**src/rtl/sev_seg_display.sv**
```systemverilog
// sev_seg_display: free-running sequential binary-to-BCD converter for the
// seven-segment display path. A 32-bit unsigned value is converted with
// shift-add-3 (double-dabble) over 32 shift cycles. All ten digit codes are
// then registered together.
//
// Digit code: bits [3:0] hold the BCD digit, and bit [4] is the blank flag.
//
// Optional build macro SEV_SEG_BLANK_EN enables leading-zero blanking on
// D10..D2. D1 is never blanked. Without the macro, bit [4] is always 0.
//
// state  | meaning
// -------+-----------------------------------------------------------
// LOAD   | sample ALUoutput, clear BCD scratch and shift counter
// SHIFT  | 32 cycles of add-3 adjust followed by a 1-bit left shift
// UPDATE | register scratch nibbles (with blanking) into D1..D10

module sev_seg_display (
    input  logic        clk,
    input  logic        rst,
    input  logic [31:0] ALUoutput,
    output logic [4:0]  D1,
    output logic [4:0]  D2,
    output logic [4:0]  D3,
    output logic [4:0]  D4,
    output logic [4:0]  D5,
    output logic [4:0]  D6,
    output logic [4:0]  D7,
    output logic [4:0]  D8,
    output logic [4:0]  D9,
    output logic [4:0]  D10
);

    typedef enum logic [1:0] {
        LOAD   = 2'd0,
        SHIFT  = 2'd1,
        UPDATE = 2'd2
    } state_t;

    state_t      state_q;
    state_t      state_d;
    logic [31:0] bin_q;
    logic [39:0] scratch_q;
    logic [39:0] scratch_adj;
    logic [4:0]  cnt_q;
    logic [4:0]  code_d [10];
    logic [4:0]  dig_q  [10];

    // State register; reset parks the FSM in LOAD so a conversion restarts cleanly
    always_ff @(posedge clk) begin
        if (rst) begin
            state_q <= LOAD;
        end else begin
            state_q <= state_d;
        end
    end

    // Next-state logic: LOAD -> 32 x SHIFT -> UPDATE -> LOAD
    always_comb begin
        state_d = state_q;
        case (state_q)
            LOAD:    state_d = SHIFT;
            SHIFT:   state_d = (cnt_q == 5'd31) ? UPDATE : SHIFT;
            UPDATE:  state_d = LOAD;
            default: state_d = LOAD;
        endcase
    end

    // Add-3 correction on every scratch nibble that is 5 or more, ahead of the shift
    always_comb begin
        scratch_adj = scratch_q;
        for (int i = 0; i < 10; i++) begin
            if (scratch_q[i*4 +: 4] >= 4'd5) begin
                scratch_adj[i*4 +: 4] = scratch_q[i*4 +: 4] + 4'd3;
            end
        end
    end

    // Digit codes from the finished scratch, with leading zeros blanked when enabled
    always_comb begin
        for (int i = 0; i < 10; i++) begin
            code_d[i] = {1'b0, scratch_q[i*4 +: 4]};
        end
`ifdef SEV_SEG_BLANK_EN
        begin : blank_scan
            logic lead;
            lead = 1'b1;
            // D1 (index 0) stays visible so a value of zero still shows "0".
            for (int i = 9; i >= 1; i--) begin
                if (lead && (scratch_q[i*4 +: 4] == 4'd0)) begin
                    code_d[i] = 5'h10;
                end else begin
                    lead = 1'b0;
                end
            end
        end
`endif
    end

    // Conversion datapath and output registers; outputs move only on UPDATE
    always_ff @(posedge clk) begin
        if (rst) begin
            bin_q     <= '0;
            scratch_q <= '0;
            cnt_q     <= '0;
            for (int i = 0; i < 10; i++) begin
                dig_q[i] <= '0;
            end
        end else begin
            case (state_q)
                LOAD: begin
                    bin_q     <= ALUoutput;
                    scratch_q <= '0;
                    cnt_q     <= '0;
                end
                SHIFT: begin
                    {scratch_q, bin_q} <= {scratch_adj[38:0], bin_q, 1'b0};
                    cnt_q              <= cnt_q + 5'd1;
                end
                UPDATE: begin
                    for (int i = 0; i < 10; i++) begin
                        dig_q[i] <= code_d[i];
                    end
                end
                default: begin
                    cnt_q <= '0;
                end
            endcase
        end
    end

    assign D1  = dig_q[0];
    assign D2  = dig_q[1];
    assign D3  = dig_q[2];
    assign D4  = dig_q[3];
    assign D5  = dig_q[4];
    assign D6  = dig_q[5];
    assign D7  = dig_q[6];
    assign D8  = dig_q[7];
    assign D9  = dig_q[8];
    assign D10 = dig_q[9];

endmodule

```
**config.mk**
```make
export PLATFORM = sky130hd
export DESIGN_NAME = sev_seg_display
export DESIGN_NICKNAME = d
export VERILOG_FILES = /design/src/rtl/sev_seg_display.sv
export SDC_FILE = /design/constraint.sdc
export NUM_CORES = 1
export LEC_CHECK = 0
export CAP_MARGIN = 20
export CORE_MARGIN = 2
export CORE_UTILIZATION = 45
export CTS_BUF_LIST = sky130_fd_sc_hd__clkbuf_4 sky130_fd_sc_hd__clkbuf_8 sky130_fd_sc_hd__clkbuf_16
export DETAILED_ROUTE_END_ITERATION = 8
export PLACE_DENSITY = 0.67
export SLEW_MARGIN = 20
export SYNTH_ARGS = -nofsm -noshare
export SYNTH_HDL_FRONTEND = slang
export SYNTH_SLANG_ARGS = --single-unit
```
**constraint.sdc**
```tcl
create_clock -name clk -period 5.5 [get_ports clk]
set_input_delay 1.65 -clock clk [delete_from_list [all_inputs] [get_ports clk]]
set_output_delay 1.65 -clock clk [all_outputs]
set_load 0.05 [all_outputs]
```
# After elaboration in Yosys (flattened, before gate mapping)
# Memories as Yosys holds them, arrays and structs flattened.
# Cells that the tools add are included.
word_totals:
  ramBits: 40
  input_bits: 34
  ff_bits: 79
  memories: 1
op_classes:
  bitwise_logic: 10
  magnitude_cmp: 10
  n_addsub: 11
  reduce_logical: 2
  eq_ne: 3
  mux: 30
mem_list:
  columns: ["memory", "words", "width", "rd", "rd_ports_with_merged_regs", "write_ports", "line", "rtl"]
  rows:
  - ["dig_q", 10, 4, 10, 0, 10, "46", "logic [4:0] dig_q [10];"]
ops:
  columns: ["op", "count"]
  rows:
  - ["case mux 40 bit (2 select lines)", 1]
  - ["2-to-1 mux 4 bit", 19]
  - ["case mux 32 bit (2 select lines)", 1]
  - ["greater-or-equal comparator 4 x 3 -> 1 bit, second input constant", 10]
  - ["adder 4 x 2 -> 4 bit, second input constant", 9]
  - ["OR 1 bit", 10]
  - ["case mux 5 bit (2 select lines)", 1]
  - ["adder 5 x 1 -> 5 bit, second input constant", 1]
  - ["equality test 5 bit, second input constant", 1]
  - ["2-to-1 mux 1 bit", 5]
  - ["case mux 2 bit (2 select lines)", 1]
  - ["adder 3 x 2 -> 3 bit, second input constant", 1]
  - ["2-to-1 mux 3 bit", 1]
  - ["equality test 2 x 1 -> 1 bit, second input constant", 1]
  - ["equality test 2 bit, second input constant", 1]
  - ["zero test 2 bit", 1]
  - ["2-to-1 mux 2 bit", 1]
  - ["nonzero test 2 bit", 1]

# Longest topological paths before layout
depth:
  ltp_word: 5
  mapped_depth: 6
  depth_no_buf: 6

# Least setup slack after synthesis
# No wires, ideal clock.
synth_timing:
  kind: "input-to-reg"
  startpoint: "input port rst"
  endpoint: "memory dig_q[0][0] in the netlist's numbering, enable pin"
  arrival_ps: 2553
  setup_slack_ps: 2567
  stages: 3
  required_ps: 5120
  path_cell_list: "clkbuf_2 -> buf_2 -> or2_2"
synth_lines:
  columns: ["element", "line", "rtl"]
  rows:
  - ["start, declared", "19", "input logic rst,"]
  - ["end, declared", "46", null]

==> flow_summary.yaml <==
routing:
  ant_nets: 0
  vias: 3877
  drtIter0Drc: 229
  wl_per_cell_um: 14.0
  vias_per_cell: 5.11
  drt-total-wl_mm: 10.6
  remaining_drc_errors: 0
  firstDrtPassIters: 5
worst_setup_path:
  r2r_start: "state_q[1]$_SDFF_PP0_"
  crit_chain: "buf_2 > buf_4 > and2b_1 > and2_1"
  cp-end-kind: "register"
  required_ns: 5.65
  cp.depth: 4
  critPathSlowestCell: "and2b_1"
  worst_setup_path_start_kind: "input port"
  cp-startpoint: "rst"
  crit_type: "input port to register"
  r2r-end: "scratch_q[18]$_SDFFE_PP0P_"
  path_delay_family: "simple AND/OR/NAND/NOR gates"
  crit_fanout: 40
  crit_buf_inv: 2
  cpPeakStageDelay_ns: 0.56
  arrival_ns: 3.48
  r2r_cells: 4
  reg2reg_slack_ns: 3.20
  crit_path_end: "dig_q[0][3]$_SDFFCE_PN0P_"
clock_tree:
  clk_pin_slew_ns: 0.05
  worstSkewPairLatency_ns: 0.41
  clockBufferDepth: 2
  cts_tree: "yes"
  hold_buffers: 0
  post_cts_buffers: 0
  cts.sinks: 119
  root_buffer: "clkbuf_16"
  cts_made_buffers: 17
  h-tree-depth: 4
  ctsResizeCount: 0
pwr:
  power_density_nw_per_um2: 331
  leakage_nw: 2.76
  peakVddDrop_mv: 0.148
synth:
  yosysMostFrequentCell: "dfxtp_1"
  ys_top_cells_by_area: "dfxtp_1, edfxtp_1, mux2i_1"
  ys_ff_latch: 119
  synth_common_cells: "dfxtp_1, nor2_1, a21oi_1"
  ys_dominant_reg_cell: "dfxtp_1"
  syn_area_per_cell_um2: 10.2
  synth_area_leader_cell: "dfxtp_1"
  syn_area_um2: 5460
  postSynthCellCount: 536
  async_flop_share_pct: 0
  yosys.area.top_type_share_pct: 29.0
  yosysUniqueCellTypes: 37
  synth-edff-count: 40
  ys_seq_area_share_pct: 51.0
  synth_warnings: 0
timing:
  fin_crit_sh_pct: 60.6
  finalMaxSlewViolations: 0
  fmax_mhz: 300
  setup_tns_ns: 0
  hold_viol: 0
  setup_viol: 0
  skew_ns: 0.00815
  rsz0062_at_grt: "false"
  tightestPinTransition_ns: 1.05
  period_needed_ns: 3.33
  slew_headroom_pct: 29.8
placement:
  hpwl_mm: 6.83
  dpl_cell_area_um2: 6170
  place_congestion: 0.770
  numPortBuffers: 73
global_route:
  grt_max_degree: 62
  antenna_found_initial: 0
  grt_pass1_vias: 3826
  grt_usage_pct: 17.1
  grt_pass1_wl_mm: 17.7
  gr-total-overflow: 0
floorplanning:
  start_util_pct: 45.8
  core_um2: 11900
  die_height_um: 114
  dieArea_um2: 13000
  io_pins: 84
  die_w_um: 114
  placementRows: 40
flow_run:
  drv_cap: 0
cells_and_area:
  layout-drive-gt1-share_pct: 7.04
  num_antenna_cells: 0
  fin_nets: 654
  area_growth_pct: 24.2
  fillCellCount: 1037
  final_area_um2: 6780
hold_path:
  hold_class: "register to register"
outcome:
  outcome: "complete, no violations"
-- metrics by stage --
step	setup slack [ns]	cells	util [%]	power (mW)	hold WS (ns)
after floorplan	2.57	545	-	1.08	0.454
after global placement	1.76	726	51.8	1.13	0.465
after detailed placement	1.68	726	51.8	1.13	0.473
after CTS	2.10	758	56.9	2.26	0.488
after global routing	1.98	758	56.9	2.31	0.521
final	2.17	758	56.9	2.24	0.484
-- area by class of cell --
type | count | area [µm²] | share of cell area, %
sequential | 119 | 2790 | 41.1
inverter | 21 | 78.8 | 1.16
clock inverter | 12 | 158 | 2.33
multi-input combinational | 363 | 2370 | 35.0
timing repair buffer | 76 | 748 | 11.0
tap | 147 | 184 | 2.71
clock buffer | 20 | 448 | 6.61
-- kinds of logic after synthesis --
| group | count (synthesis) | share of synthesized area [%] |
|---|---|---|
| DFF | 119 | 51.0 |
| adders and majority gates | 22 | 5.04 |
| AOI/OAI and AO/OA | 108 | 12.2 |
| and+or+nand+nor | 162 | 14.8 |
| muxes | 41 | 7.52 |
| buffers and inverters | 63 | 6.21 |
| other | 1 | 0.0687 |
| xor gates and xnor gates | 20 | 3.21 |
-- flip-flops by register name, summed over array words and instances, names as in the netlist --
| signal | cells |
|---|---|
| bin_q | 32 |
| cnt_q | 5 |
| dig_q | 40 |
| state_q | 2 |
| scratch_q | 40 |
-- power by group --
part | total [mW] | internal [mW] | switching (mW)
registers | 0.951 | 0.933 | 0.0172
logic | 0.159 | 0.0608 | 0.0985
clock network | 1.13 | 0.763 | 0.369
-- worst min path at each step --
stage                     slack (ns)  cells past startpoint                   start                     end
final                           0.48                      2  bin_q[12]$_SDFFE_PP0P_  bin_q[12]$_SDFFE_PP0P_
after global routing            0.52                      2   bin_q[6]$_SDFFE_PP0P_   bin_q[6]$_SDFFE_PP0P_
after CTS                       0.49                      2  bin_q[12]$_SDFFE_PP0P_  bin_q[12]$_SDFFE_PP0P_
after detailed placement        0.47                      2  bin_q[12]$_SDFFE_PP0P_  bin_q[12]$_SDFFE_PP0P_
after global placement          0.46                      2  bin_q[19]$_SDFFE_PP0P_  bin_q[19]$_SDFFE_PP0P_
after floorplan                 0.45                      2  bin_q[10]$_SDFFE_PP0P_  bin_q[10]$_SDFFE_PP0P_
-- layout by cell type (no fill, tap or decap), types with 3 or more instances in the layout --
cell,Yosys,routed
dfxtp_1,79,77
clkdlybuf4s50_1,0,72
nor2_1,71,71
a21oi_1,54,54
and2_1,41,41
mux2i_1,41,41
edfxtp_1,40,40
ha_1,22,22
inv_1,20,20
o21ai_0,20,20
a22o_1,20,20
clkbuf_16,0,17
nand3_1,11,11
xnor2_1,11,11
nand2b_1,10,10
nand2_1,10,10
nor3_1,10,10
conb_1,1,10
xor2_1,9,9
o41ai_1,9,9
clkinv_2,0,6
bufinv_16,0,4
a22oi_1,3,3
clkbuf_4,0,3
buf_4,14,3
-- per-layer routing --
| layer | wire, µm | GRT usage, % |
|---|---|---|
| met3 | 583 | 5.45 |
| met1 | 4820 | 21.3 |
| met5 | 0 | 0 |
| met2 | 5130 | 28.1 |
| met4 | 91 | 6.18 |
-- worst min-delay path, cell delays in order, from the launching register on --
cell and delay [ns]:
dfxtp_1 0.32, a21oi_1 0.06, nor2_1 0.07
Power figures use the tool's default switching activity.
